File: src/rtl/pipeline_stage_skid.sv
// Pipeline stage register with a 2-entry skid buffer and registered in_ready.
// Stall holds contents, flush inserts a zero-control bubble, and saturating counters track stalls and flushes.
module pipeline_stage_skid #(
    parameter int CTRL_WIDTH  = 16,
    parameter int DATA_WIDTH  = 128,
    parameter bit CLEAR_DATA  = 1'b0,
    parameter int COUNT_WIDTH = 16
) (
    input  logic                   clk,
    input  logic                   rst,
    input  logic                   flush,
    input  logic                   cnt_clr,
    input  logic                   in_valid,
    output logic                   in_ready,
    input  logic [CTRL_WIDTH-1:0]  in_ctrl,
    input  logic [DATA_WIDTH-1:0]  in_data,
    output logic                   out_valid,
    input  logic                   out_ready,
    output logic [CTRL_WIDTH-1:0]  out_ctrl,
    output logic [DATA_WIDTH-1:0]  out_data,
    output logic [1:0]             occupancy,
    output logic [COUNT_WIDTH-1:0] stall_cnt,
    output logic [COUNT_WIDTH-1:0] flush_cnt
);

    // Handshake: a transfer happens on a rising edge where valid and ready are both 1;
    // in_ready is decoded from the registered state only, so it never depends on out_ready.
    // The state encoding equals the entry count, so occupancy exposes the FSM state directly.
    typedef enum logic [1:0] {
        ST_EMPTY = 2'd0,
        ST_ONE   = 2'd1,
        ST_FULL  = 2'd2
    } state_e;

    state_e state_q, state_d;

    logic [CTRL_WIDTH-1:0]  main_ctrl_q, main_ctrl_d;
    logic [DATA_WIDTH-1:0]  main_data_q, main_data_d;
    logic [CTRL_WIDTH-1:0]  skid_ctrl_q, skid_ctrl_d;
    logic [DATA_WIDTH-1:0]  skid_data_q, skid_data_d;
    logic [COUNT_WIDTH-1:0] stall_cnt_q, stall_cnt_d;
    logic [COUNT_WIDTH-1:0] flush_cnt_q, flush_cnt_d;

    logic in_fire;
    logic out_fire;
    logic load_main_in;
    logic load_main_skid;
    logic load_skid_in;
    logic stall_hit;
    logic flush_hit;

    assign in_fire   = in_valid & (state_q != ST_FULL);
    assign out_fire  = (state_q != ST_EMPTY) & out_ready;
    assign stall_hit = (state_q != ST_EMPTY) & ~out_ready;
    assign flush_hit = flush & (state_q != ST_EMPTY);

    always_ff @(posedge clk or posedge rst) begin
        if (rst) begin
            state_q <= ST_EMPTY;
        end else begin
            state_q <= state_d;
        end
    end

    always_comb begin
        state_d        = state_q;
        load_main_in   = 1'b0;
        load_main_skid = 1'b0;
        load_skid_in   = 1'b0;
        if (flush) begin
            state_d = ST_EMPTY;
        end else begin
            unique case (state_q)
                ST_EMPTY: begin
                    if (in_fire) begin
                        state_d      = ST_ONE;
                        load_main_in = 1'b1;
                    end
                end
                ST_ONE: begin
                    if (in_fire && out_fire) begin
                        load_main_in = 1'b1;
                    end else if (in_fire) begin
                        state_d      = ST_FULL;
                        load_skid_in = 1'b1;
                    end else if (out_fire) begin
                        state_d = ST_EMPTY;
                    end
                end
                ST_FULL: begin
                    if (out_fire) begin
                        state_d        = ST_ONE;
                        load_main_skid = 1'b1;
                    end
                end
                default: state_d = ST_EMPTY;
            endcase
        end
    end

    always_comb begin
        in_ready  = (state_q != ST_FULL);
        out_valid = (state_q != ST_EMPTY);
        occupancy = state_q;
        out_ctrl  = out_valid ? main_ctrl_q : '0;
        out_data  = main_data_q;
        stall_cnt = stall_cnt_q;
        flush_cnt = flush_cnt_q;
    end

    // Flush clears control so stale entries can never look like live instructions.
    always_comb begin
        main_ctrl_d = main_ctrl_q;
        main_data_d = main_data_q;
        skid_ctrl_d = skid_ctrl_q;
        skid_data_d = skid_data_q;
        if (flush) begin
            main_ctrl_d = '0;
            skid_ctrl_d = '0;
            if (CLEAR_DATA) begin
                main_data_d = '0;
                skid_data_d = '0;
            end
        end else begin
            if (load_main_in) begin
                main_ctrl_d = in_ctrl;
                main_data_d = in_data;
            end else if (load_main_skid) begin
                main_ctrl_d = skid_ctrl_q;
                main_data_d = skid_data_q;
            end
            if (load_skid_in) begin
                skid_ctrl_d = in_ctrl;
                skid_data_d = in_data;
            end
        end
    end

    always_comb begin
        stall_cnt_d = stall_cnt_q;
        flush_cnt_d = flush_cnt_q;
        if (cnt_clr) begin
            stall_cnt_d = '0;
            flush_cnt_d = '0;
        end else begin
            if (stall_hit && (stall_cnt_q != '1)) begin
                stall_cnt_d = stall_cnt_q + 1'b1;
            end
            if (flush_hit && (flush_cnt_q != '1)) begin
                flush_cnt_d = flush_cnt_q + 1'b1;
            end
        end
    end

    always_ff @(posedge clk or posedge rst) begin
        if (rst) begin
            main_ctrl_q <= '0;
            main_data_q <= '0;
            skid_ctrl_q <= '0;
            skid_data_q <= '0;
            stall_cnt_q <= '0;
            flush_cnt_q <= '0;
        end else begin
            main_ctrl_q <= main_ctrl_d;
            main_data_q <= main_data_d;
            skid_ctrl_q <= skid_ctrl_d;
            skid_data_q <= skid_data_d;
            stall_cnt_q <= stall_cnt_d;
            flush_cnt_q <= flush_cnt_d;
        end
    end

endmodule

File: config.mk
export PLATFORM = sky130hd
export DESIGN_NAME = pipeline_stage_skid
export DESIGN_NICKNAME = d
export VERILOG_FILES = /design/src/rtl/pipeline_stage_skid.sv
export SDC_FILE = /design/constraint.sdc
export NUM_CORES = 1
export LEC_CHECK = 0
export ABC_AREA = 1
export BUFFER_PORTS_ARGS = -buffer_cell sky130_fd_sc_hd__buf_2
export CELL_PAD_IN_SITES_DETAIL_PLACEMENT = 1
export CELL_PAD_IN_SITES_GLOBAL_PLACEMENT = 1
export CORE_MARGIN = 3
export CORE_UTILIZATION = 41
export CTS_CLUSTER_SIZE = 16
export DETAILED_ROUTE_END_ITERATION = 12
export GPL_TIMING_DRIVEN = 0
export HOLD_SLACK_MARGIN = 0.06
export PLACE_DENSITY_LB_ADDON = 0.25
export SLEW_MARGIN = 20
export SYNTH_ARGS = -nofsm -noshare
export SYNTH_HDL_FRONTEND = slang
export SYNTH_SLANG_ARGS = --single-unit
File: constraint.sdc
create_clock -name clk -period 13.44 [get_ports clk]
set_input_delay 2.688 -clock clk [delete_from_list [all_inputs] [get_ports clk]]
set_output_delay 2.688 -clock clk [all_outputs]
set_load 0.05 [all_outputs]
# After elaboration in Yosys (flattened, before gate mapping)
# Index checks and enable logic that the tools add are counted.
[op_classes]
add_sub_neg = 2
eq_ne = 9
reduce_logical = 13
n_mux = 29
bitwise_logic = 6
[op_table]
columns = ["operator", "count"]
rows = [
  ["128-bit two-way mux", 2],
  ["16-bit two-way mux", 10],
  ["16-bit by 1-bit adder with 16-bit output, second input constant", 2],
  ["16-bit inequality test, second input constant", 2],
  ["2-bit two-way mux", 6],
  ["2-bit nonzero test", 5],
  ["1-bit two-way mux", 9],
  ["3-bit inequality test, second input constant", 3],
  ["2-bit case mux with 3 select lines", 1],
  ["1-bit AND", 4],
  ["4-bit inequality test, second input constant", 1],
  ["2-bit AND reduction", 2],
  ["4-bit AND reduction", 1],
  ["1-bit logical AND", 3],
  ["3-bit nonzero test", 1],
  ["2-bit by 1-bit == test with 1-bit output, second input constant", 1],
  ["2-bit == test, second input constant", 1],
  ["2-bit zero test", 1],
  ["2-bit inequality test, second input constant", 1],
  ["1-bit inverter", 2],
  ["1-bit case mux with 2 select lines", 1],
]
[word_totals]
regBits = 322
output_inout_bits = 180
word_cells = 66
in_bits = 150

# Depth between registers and ports, before layout
# Gate-level depths: netlist of run 1.
[depth]
depth_word = 8
depth_mapped = 10
depth_no_buf = 9

# Worst setup path after synthesis of run 1
# Ideal clock, no wire load.
[synth_timing]
path_kind = "reg-to-output"
from = "register state_q[0] (netlist: occupancy[0])"
to = "output out_ctrl[10]"
required_time_ns = 10.752
t_arrival_ns = 1.802
path_stages_with_launch = 5
setup_slack_ns = 8.950
n_path_buf = 2
cell_sequence = "dfrtp_1 > buf_4 > nor2_4 > clkbuf_1 > nor2_1"
[synth_via]
elab_chain_cells = 2
[synth_rtl]
columns = ["element", "line", "text"]
rows = [
  ["from (decl)", "35", "state_e state_q, state_d;"],
  ["from (signal assigned)", "61", "state_q <= state_d;"],
  ["2-bit nonzero test", "103", "out_valid = (state_q != ST_EMPTY);"],
  ["16-bit two-way mux", "105", "out_ctrl = out_valid ? main_ctrl_q : '0;"],
  ["to (decl)", "19", "output logic [CTRL_WIDTH-1:0] out_ctrl,"],
]
# Every way passes these cells.

# Worst setup path in the final report of run 1
# Ends and elaborated chain as after synthesis.

==> flow_summary.html, run 1 <==
<table>
<tr><th>Metric</th><th>Value</th></tr>
<tr><th colspan="2">Placed design</th></tr>
<tr><td>Final Wtd Congestion</td><td>0.8108</td></tr>
<tr><td>DP Wirelength</td><td>33460 um</td></tr>
<tr><td>Number of placed cells counting well taps</td><td>2387</td></tr>
<tr><td>Count of input and output buffers</td><td>about 330</td></tr>
<tr><th colspan="2">Power and ir drop</th></tr>
<tr><td>Clock power frac</td><td>between 30% and 40%</td></tr>
<tr><td>Sw Ratio</td><td>between 30% and 40%</td></tr>
<tr><td>Relative contribution of sequential cells to total power</td><td>about two fifths</td></tr>
<tr><td>Internal power</td><td>0.002052 W</td></tr>
<tr><td>Total power divided by cell area</td><td>about 180 nW/um2</td></tr>
<tr><td>Pleak</td><td>roughly 9.3 nW</td></tr>
<tr><td>Switching component of the power</td><td>0.001199 W</td></tr>
<tr><td>Highest ir drop seen on vdd</td><td>about 0.1 mV</td></tr>
<tr><td>Part of the power in combinational logic</td><td>about 28%</td></tr>
<tr><th colspan="2">Yosys</th></tr>
<tr><td>Number of synthesis warnings</td><td>0</td></tr>
<tr><td>Sequential share of the synthesized area</td><td>55.72%</td></tr>
<tr><td>Async set-reset flop share out of synthesis</td><td>100.0%</td></tr>
<tr><td>Count of cell types in the netlist</td><td>31</td></tr>
<tr><td>Synthesized cell area</td><td>14460 um2</td></tr>
<tr><td>Synthesized netlist cell count</td><td>1600</td></tr>
<tr><td>Average cell area after synthesis</td><td>9.038 um2</td></tr>
<tr><td>Number of synthesized flops with an enable pin</td><td>0</td></tr>
<tr><td>Post-synthesis net count</td><td>1752</td></tr>
<tr><td>Main flop type after synthesis</td><td>sky130_fd_sc_hd__dfrtp_1</td></tr>
<tr><td>Flip-flop and latch count after synthesis</td><td>322</td></tr>
<tr><th colspan="2">STA</th></tr>
<tr><td>Worst Clk Skew</td><td>13.72 ps</td></tr>
<tr><td>Final slew viol count</td><td>0</td></tr>
<tr><td>Peak Freq</td><td>0.2111 GHz</td></tr>
<tr><td>Hold Worst Slack</td><td>a little under 500 ps</td></tr>
<tr><td>Total setup violations reported at the end of the flow</td><td>0</td></tr>
<tr><td>Actual transition at the worst max-transition pin</td><td>between 500 and 600 ps</td></tr>
<tr><td>Setup repair after global routing missed its margin</td><td>no</td></tr>
<tr><td>Max transition margin</td><td>roughly 63%</td></tr>
<tr><td>Final hold vios</td><td>0</td></tr>
<tr><td>Final Cycle Share</td><td>35.25%</td></tr>
<tr><td>Fin crit period</td><td>4737 ps</td></tr>
<tr><th colspan="2">Clocking</th></tr>
<tr><td>Clk pin slew, worst setup/hold paths</td><td>60 ps</td></tr>
<tr><td>Max clock buf depth</td><td>3</td></tr>
<tr><td>H-tree depth reported by CTS</td><td>2</td></tr>
<tr><td>Clock tree root driver cell</td><td>sky130_fd_sc_hd__clkbuf_16</td></tr>
<tr><td>Clock Sink Count</td><td>~320</td></tr>
<tr><td>Clk Latency, worst-skew pair</td><td>520 ps</td></tr>
<tr><td>Clock tree from TritonCTS</td><td>yes</td></tr>
<tr><td>Number of buffers created by CTS</td><td>38</td></tr>
<tr><td>Number of buffers added for setup after CTS</td><td>0</td></tr>
<tr><td>Hold buffers post-CTS</td><td>0</td></tr>
<tr><td>Cells resized by post-CTS repair</td><td>0</td></tr>
<tr><th colspan="2">Floorplan</th></tr>
<tr><td>Total die area</td><td>37560 um2</td></tr>
<tr><td>Vertical die dimension</td><td>193.8 um</td></tr>
<tr><td>Count of pins on the block boundary</td><td>330</td></tr>
<tr><td>Horizontal die dimension</td><td>193.8 um</td></tr>
<tr><td>Core Box Area</td><td>34630 um2</td></tr>
<tr><td>Number of placement rows</td><td>68</td></tr>
<tr><td>Starting utilization of the core area</td><td>41.76%</td></tr>
<tr><th colspan="2">Route</th></tr>
<tr><td>Count of nets left with antenna violations after detail routing</td><td>0</td></tr>
<tr><td>Via count</td><td>12890</td></tr>
<tr><td>Number of vias per cell</td><td>5.245</td></tr>
<tr><td>Violation count after the first detailed-routing iteration</td><td>roughly 570</td></tr>
<tr><td>Number of remaining DRC errors</td><td>0</td></tr>
<tr><td>Wire length reported by the detailed router</td><td>46940 um</td></tr>
<tr><td>Detailed-routing iteration count for the pre-antenna-repair pass</td><td>5</td></tr>
<tr><td>Detail-routed net length per standard cell</td><td>19.10 um</td></tr>
<tr><th colspan="2">Critical path</th></tr>
<tr><td>Critical path buffers and inverters</td><td>3</td></tr>
<tr><td>CP startpoint kind</td><td>register</td></tr>
<tr><td>Delay of the slowest critical-path stage</td><td>390 ps</td></tr>
<tr><td>Worst setup path startpoint</td><td>occupancy[0]</td></tr>
<tr><td>Endpoint required time on the critical path</td><td>10750 ps</td></tr>
<tr><td>Category of the most critical setup path</td><td>reg2out</td></tr>
<tr><td>Reg-to-reg startpoint</td><td>occupancy[0]</td></tr>
<tr><td>WP data arrival</td><td>around 2100 ps</td></tr>
<tr><td>Series of cell instances along the critical path</td><td>buf_4 -&gt; nor2_4 -&gt; clkbuf_1 -&gt; nor2_1 -&gt; buf_2</td></tr>
<tr><td>Critical-path maximum fanout</td><td>10</td></tr>
<tr><td>Slowest cell on crit path</td><td>sky130_fd_sc_hd__dfrtp_1</td></tr>
<tr><td>Sort of element at the end of the critical path</td><td>output pin</td></tr>
<tr><td>Cell type group with the largest total delay on the critical path</td><td>buffers and inverters</td></tr>
<tr><th colspan="2">Finish</th></tr>
<tr><td>Non-filler cells, final</td><td>2457</td></tr>
<tr><td>End-of-flow core utilization</td><td>51.96%</td></tr>
<tr><td>Fin nets</td><td>2124</td></tr>
<tr><td>Proportion of layout cells with a drive suffix above 1</td><td>a little over a quarter</td></tr>
<tr><td>Area grow syn2layout</td><td>24.42%</td></tr>
<tr><td>Leading cell types in the layout, fill and taps excluded</td><td>sky130_fd_sc_hd__buf_2 (393), sky130_fd_sc_hd__dfrtp_1 (322), sky130_fd_sc_hd__nand2_1 (266), sky130_fd_sc_hd__inv_1 (262), sky130_fd_sc_hd__nand3_1 (153)</td></tr>
<tr><td>Most frequent standard cell in the layout excluding fill and tap cells</td><td>sky130_fd_sc_hd__buf_2</td></tr>
<tr><td>Multi-input gate area in the final layout</td><td>a little under 5000 um2</td></tr>
<tr><td>Sequential cell area</td><td>around 8000 um2</td></tr>
<tr><td>Fillcell total</td><td>4189</td></tr>
<tr><th colspan="2">Run</th></tr>
<tr><td>Number of violations of the max-capacitance limit</td><td>0</td></tr>
<tr><th colspan="2">Global route</th></tr>
<tr><td>Antenna violations before repair</td><td>11</td></tr>
<tr><td>GRT Total Usage</td><td>24.69%</td></tr>
<tr><td>Wire length of the first global-routing pass</td><td>75610 um</td></tr>
<tr><td>GR Overflow Total</td><td>0</td></tr>
<tr><td>Largest net degree at the start of global routing</td><td>93</td></tr>
<tr><td>Vias in the first global route</td><td>13810</td></tr>
<tr><th colspan="2">Run status</th></tr>
<tr><td>Result of the run</td><td>finished, final reports clean</td></tr>
<tr><th colspan="2">Worst hold path</th></tr>
<tr><td>Worst hold-check path type</td><td>reg2reg</td></tr>
<tr><td>Hold Crit Start</td><td>skid_data_q[7]</td></tr>
</table>
tightest hold or removal path, delay by kind of cell (launching register included):
| family | cells | cell delay [ps] |
|---|---|---|
| flops | 1 | 340 |
| compound gates | 1 | 60 |
| simple gates | 1 | 50 |
cell families after synthesis:
logic type,synth area share (%)
adders and majority gates,0.1730
xor gates and xnor gates,0.6056
AOI/OAI and AO/OA,15.01
DFF,55.72
and+or+nand+nor,17.63
buffers and inverters,10.86
metrics by stage:
| step | setup slack, ps | power, W | TNS [ps] | instance area, um2 |
|---|---|---|---|---|
| after floorplan | 1839 | 0.001984 | 0 | 14460 |
| final | 8703 | 0.003251 | 0 | 17990 |
| after CTS | 8660 | 0.003281 | 0 | 17990 |
| after global placement | -2094 | 0.002214 | -661490 | 16680 |
| after detailed placement | 8907 | 0.002260 | 0 | 16770 |
| after global routing | 8560 | 0.003432 | 0 | 17990 |
Yosys cell counts (17+ instances only):
library cell	instances	area, um2
sky130_fd_sc_hd__nor2_1	113	424.2
sky130_fd_sc_hd__nand2_1	266	998.5
sky130_fd_sc_hd__nand3_1	153	765.7
sky130_fd_sc_hd__dfrtp_1	322	8058
sky130_fd_sc_hd__inv_1	263	987.2
sky130_fd_sc_hd__o21ai_0	66	330.3
sky130_fd_sc_hd__nand4_1	26	162.7
sky130_fd_sc_hd__buf_2	64	320.3
sky130_fd_sc_hd__o221ai_2	18	270.3
sky130_fd_sc_hd__o221ai_1	46	402.9
sky130_fd_sc_hd__o22ai_1	32	200.2
sky130_fd_sc_hd__a21oi_1	54	270.3
sky130_fd_sc_hd__buf_4	17	127.6
sky130_fd_sc_hd__o21ai_1	18	90.09
sky130_fd_sc_hd__o211ai_1	64	480.5
power by group through the flow:
| stage | logic [W] | registers (W) | clock network [W] |
|---|---|---|---|
| final | 0.000920 | 0.00133 | 0.00101 |
| after global routing | 0.00100 | 0.00135 | 0.00108 |
| after CTS | 0.000928 | 0.00132 | 0.00103 |
| after detailed placement | 0.000921 | 0.00134 | 0 |
| after global placement | 0.000887 | 0.00133 | 0 |
| after floorplan | 0.000350 | 0.00163 | 0 |
layout make-up:
class                           count  share of cell area [%]
Clock inverter                      9                  0.2712
Antenna cell                        3                 0.04172
Sequential cell                   322                   44.78
Inverter                          271                   5.695
Timing Repair Buffer              332                   9.610
Multi-Input combinational cell    906                   26.86
Tap cell                          455                   3.164
Buffer                            101                   3.073
Clock buffer                       58                   6.502
registers in the layout (all words and copies together) (netlist names):
name and count:
main_ctrl_q 16, stall_cnt 16, skid_data_q 128, skid_ctrl_q 16, flush_cnt 16, out_data 128, occupancy 2
metal layers:
metal  track usage, %  routed length, um  share of wire, %
met2            39.59              21900                47
met4            7.179               1282               2.7
met1            32.62              20210                43
met3            7.472               3442               7.3
met5                0                100              0.21
worst paths after layout:
| check | to | slack [ps] | cells after the start |
|---|---|---|---|
| worst max-delay path | out_ctrl[10] | 8700 | 5 |
| worst min-delay path | skid_data_q[7] | 480 | 2 |
| worst max register to register | out_data[70] | 11370 | 7 |
| worst min register to register | skid_data_q[7] | 480 | 2 |
| max in group asynchronous | skid_data_q[116] | 9600 | 5 |
| min in group asynchronous | main_ctrl_q[8] | 2220 | 2 |
Power figures use the tool's default switching activity.
==> inputs of run 2 (changes only) <==
- CORE_UTILIZATION: 41 -> 37
- clock period: 13.44 -> 3.9 ns (I/O delays scaled with it)
==> flow_summary.html, run 2 (synthesized netlist as in run 1, its figures left out) <==
<table>
<tr><th>Metric</th><th>Value</th></tr>
<tr><th colspan="2">Power and ir drop</th></tr>
<tr><td>Sw Ratio</td><td>35.99%</td></tr>
<tr><td>Highest ir drop seen on vdd</td><td>between 0.3 and 0.4 mV</td></tr>
<tr><td>Switching component of the power</td><td>between 0.004 and 0.005 W</td></tr>
<tr><td>Clock power frac</td><td>33.3%</td></tr>
<tr><td>Internal power</td><td>0.007439 W</td></tr>
<tr><td>Pleak</td><td>9.450 nW</td></tr>
<tr><td>Total power divided by cell area</td><td>approximately 630 nW/um2</td></tr>
<tr><td>Part of the power in combinational logic</td><td>27.4%</td></tr>
<tr><td>Relative contribution of sequential cells to total power</td><td>39.3%</td></tr>
<tr><th colspan="2">Finish</th></tr>
<tr><td>Most frequent standard cell in the layout excluding fill and tap cells</td><td>sky130_fd_sc_hd__buf_2</td></tr>
<tr><td>End-of-flow core utilization</td><td>48.28%</td></tr>
<tr><td>Fin nets</td><td>2133</td></tr>
<tr><td>Non-filler cells, final</td><td>about 2500</td></tr>
<tr><td>Proportion of layout cells with a drive suffix above 1</td><td>27.11%</td></tr>
<tr><td>Post-Layout Inst Area</td><td>18400 um2</td></tr>
<tr><td>Area grow syn2layout</td><td>27.25%</td></tr>
<tr><td>Leading cell types in the layout, fill and taps excluded</td><td>sky130_fd_sc_hd__buf_2 (393), sky130_fd_sc_hd__dfrtp_1 (322), sky130_fd_sc_hd__nand2_1 (266), sky130_fd_sc_hd__inv_1 (262), sky130_fd_sc_hd__nand3_1 (153)</td></tr>
<tr><th colspan="2">STA</th></tr>
<tr><td>Final Cycle Share</td><td>75.94%</td></tr>
<tr><td>Actual transition at the worst max-transition pin</td><td>618.1 ps</td></tr>
<tr><td>Max transition margin</td><td>58.79%</td></tr>
<tr><td>Total setup violations reported at the end of the flow</td><td>0</td></tr>
<tr><td>Fin crit period</td><td>2962 ps</td></tr>
<tr><td>Final slew viol count</td><td>0</td></tr>
<tr><td>Peak Freq</td><td>0.3376 GHz</td></tr>
<tr><td>Setup repair after global routing missed its margin</td><td>no</td></tr>
<tr><td>Setup TNS after final layout</td><td>0 ps</td></tr>
<tr><td>Worst Clk Skew</td><td>roughly 17 ps</td></tr>
<tr><td>Final hold vios</td><td>0</td></tr>
<tr><th colspan="2">Global route</th></tr>
<tr><td>Wire length of the first global-routing pass</td><td>77310 um</td></tr>
<tr><td>Antenna violations before repair</td><td>9</td></tr>
<tr><td>Largest net degree at the start of global routing</td><td>32</td></tr>
<tr><td>GR Overflow Total</td><td>0</td></tr>
<tr><td>Vias in the first global route</td><td>between 10000 and 15000</td></tr>
<tr><td>GRT Total Usage</td><td>23.28%</td></tr>
<tr><th colspan="2">Clocking</th></tr>
<tr><td>Clk Latency, worst-skew pair</td><td>between 500 and 600 ps</td></tr>
<tr><td>Number of buffers added for setup after CTS</td><td>0</td></tr>
<tr><td>Clock tree root driver cell</td><td>sky130_fd_sc_hd__clkbuf_16</td></tr>
<tr><td>Clock tree from TritonCTS</td><td>yes</td></tr>
<tr><td>Max clock buf depth</td><td>3</td></tr>
<tr><td>Cells resized by post-CTS repair</td><td>0</td></tr>
<tr><td>Clk pin slew, worst setup/hold paths</td><td>60 ps</td></tr>
<tr><td>Clock Sink Count</td><td>322</td></tr>
<tr><td>Number of buffers created by CTS</td><td>38</td></tr>
<tr><td>H-tree depth reported by CTS</td><td>2</td></tr>
<tr><td>Hold buffers post-CTS</td><td>0</td></tr>
<tr><th colspan="2">Route</th></tr>
<tr><td>Number of remaining DRC errors</td><td>0</td></tr>
<tr><td>Via count</td><td>12960</td></tr>
<tr><td>Violation count after the first detailed-routing iteration</td><td>469</td></tr>
<tr><td>Count of nets left with antenna violations after detail routing</td><td>0</td></tr>
<tr><td>Detailed-routing iteration count for the pre-antenna-repair pass</td><td>4</td></tr>
<tr><td>Wire length reported by the detailed router</td><td>48200 um</td></tr>
<tr><td>Number of vias per cell</td><td>between 5 and 6</td></tr>
<tr><td>Detail-routed net length per standard cell</td><td>19.07 um</td></tr>
<tr><th colspan="2">Placed design</th></tr>
<tr><td>Final Wtd Congestion</td><td>0.7889</td></tr>
<tr><td>Area post-placement</td><td>around 17000 um2</td></tr>
<tr><td>Number of placed cells counting well taps</td><td>~2500</td></tr>
<tr><td>Count of input and output buffers</td><td>329</td></tr>
<tr><td>DP Wirelength</td><td>34800 um</td></tr>
<tr><th colspan="2">Floorplan</th></tr>
<tr><td>Core Box Area</td><td>38110 um2</td></tr>
<tr><td>Total die area</td><td>41490 um2</td></tr>
<tr><td>Vertical die dimension</td><td>203.7 um</td></tr>
<tr><td>Count of pins on the block boundary</td><td>330</td></tr>
<tr><td>Number of placement rows</td><td>71</td></tr>
<tr><td>Starting utilization of the core area</td><td>37.95%</td></tr>
<tr><td>Horizontal die dimension</td><td>203.7 um</td></tr>
<tr><th colspan="2">Critical path</th></tr>
<tr><td>Category of the most critical setup path</td><td>reg2out</td></tr>
<tr><td>CP startpoint kind</td><td>register</td></tr>
<tr><td>Register-to-register setup slack</td><td>1970 ps</td></tr>
<tr><td>Crit path capture</td><td>out_ctrl[13]</td></tr>
<tr><td>Reg-to-reg endpoint</td><td>out_data[67]</td></tr>
<tr><td>WP data arrival</td><td>2180 ps</td></tr>
<tr><td>Number of cells traversed by the worst register-to-register path</td><td>7</td></tr>
<tr><td>Critical-path maximum fanout</td><td>10</td></tr>
<tr><td>Sort of element at the end of the critical path</td><td>output pin</td></tr>
<tr><td>Reg-to-reg startpoint</td><td>occupancy[0]</td></tr>
<tr><td>Worst setup path startpoint</td><td>occupancy[0]</td></tr>
<tr><td>Endpoint required time on the critical path</td><td>3120 ps</td></tr>
<tr><th colspan="2">Run</th></tr>
<tr><td>Number of violations of the max-capacitance limit</td><td>0</td></tr>
<tr><th colspan="2">Run status</th></tr>
<tr><td>Result of the run</td><td>finished, final reports clean</td></tr>
<tr><th colspan="2">Worst hold path</th></tr>
<tr><td>Worst hold-check path type</td><td>in2async</td></tr>
</table>
run 2: cell type report:
cell class | count | area (um2)
fillers | 4519 | 19710
diodes | 7 | 17.52
well taps | 511 | 639.4
plain buffers | 101 | 553.0
clock inverters | 13 | 197.7
flip-flops and latches | 322 | 8058
clock buffers | 56 | 1172
inverters | 271 | 1021
multi-input cells | 906 | 4833
repair buffers | 341 | 1909
run 2: routing by layer:
| layer | GRT usage (%) | wire length (um) |
|---|---|---|
| met2 | 38.94 | 23430 |
| met5 | 0 | 43 |
| met1 | 30.56 | 20660 |
| met3 | 5.092 | 2918 |
| met4 | 6.760 | 1146 |
run 2: how the worst min path moves through the flow:
stage | start | to | slack, ps
floorplan | skid_data_q[0] | skid_data_q[0] | 450
global placement | skid_data_q[26] | skid_data_q[26] | 470
detailed placement | skid_data_q[46] | skid_data_q[46] | 470
CTS | rst | main_ctrl_q[8] | 310
global route | rst | main_ctrl_q[8] | 340
finish | rst | skid_ctrl_q[6] | 320
run 2: worst max-delay path, stage by stage (launching register included):
cell and delay, ps:
sky130_fd_sc_hd__dfrtp_1 380, sky130_fd_sc_hd__buf_4 170, sky130_fd_sc_hd__nor2_4 290, sky130_fd_sc_hd__clkbuf_1 440, sky130_fd_sc_hd__nor2_1 120, sky130_fd_sc_hd__buf_2 240
run 2: power groups by stage:
stage	registers, W	clock network [W]	logic, W
after floorplan	0.00563	0	0.00121
after global placement	0.00459	0	0.00306
after detailed placement	0.00462	0	0.00320
after CTS	0.00457	0.00397	0.00322
after global routing	0.00466	0.00411	0.00347
final	0.00457	0.00387	0.00318
run 2: metrics by stage:
stage / setup WS [ps] / total power (W) / hold WS [ps]
finish: 938.2 / 0.01162 / 317.5
global route: 802.8 / 0.01225 / 339.0
CTS: 889.1 / 0.01176 / 312.9
detailed placement: 1494 / 0.007818 / 473.9
global placement: -3334 / 0.007648 / 465.7
floorplan: -1175 / 0.006838 / 453.0
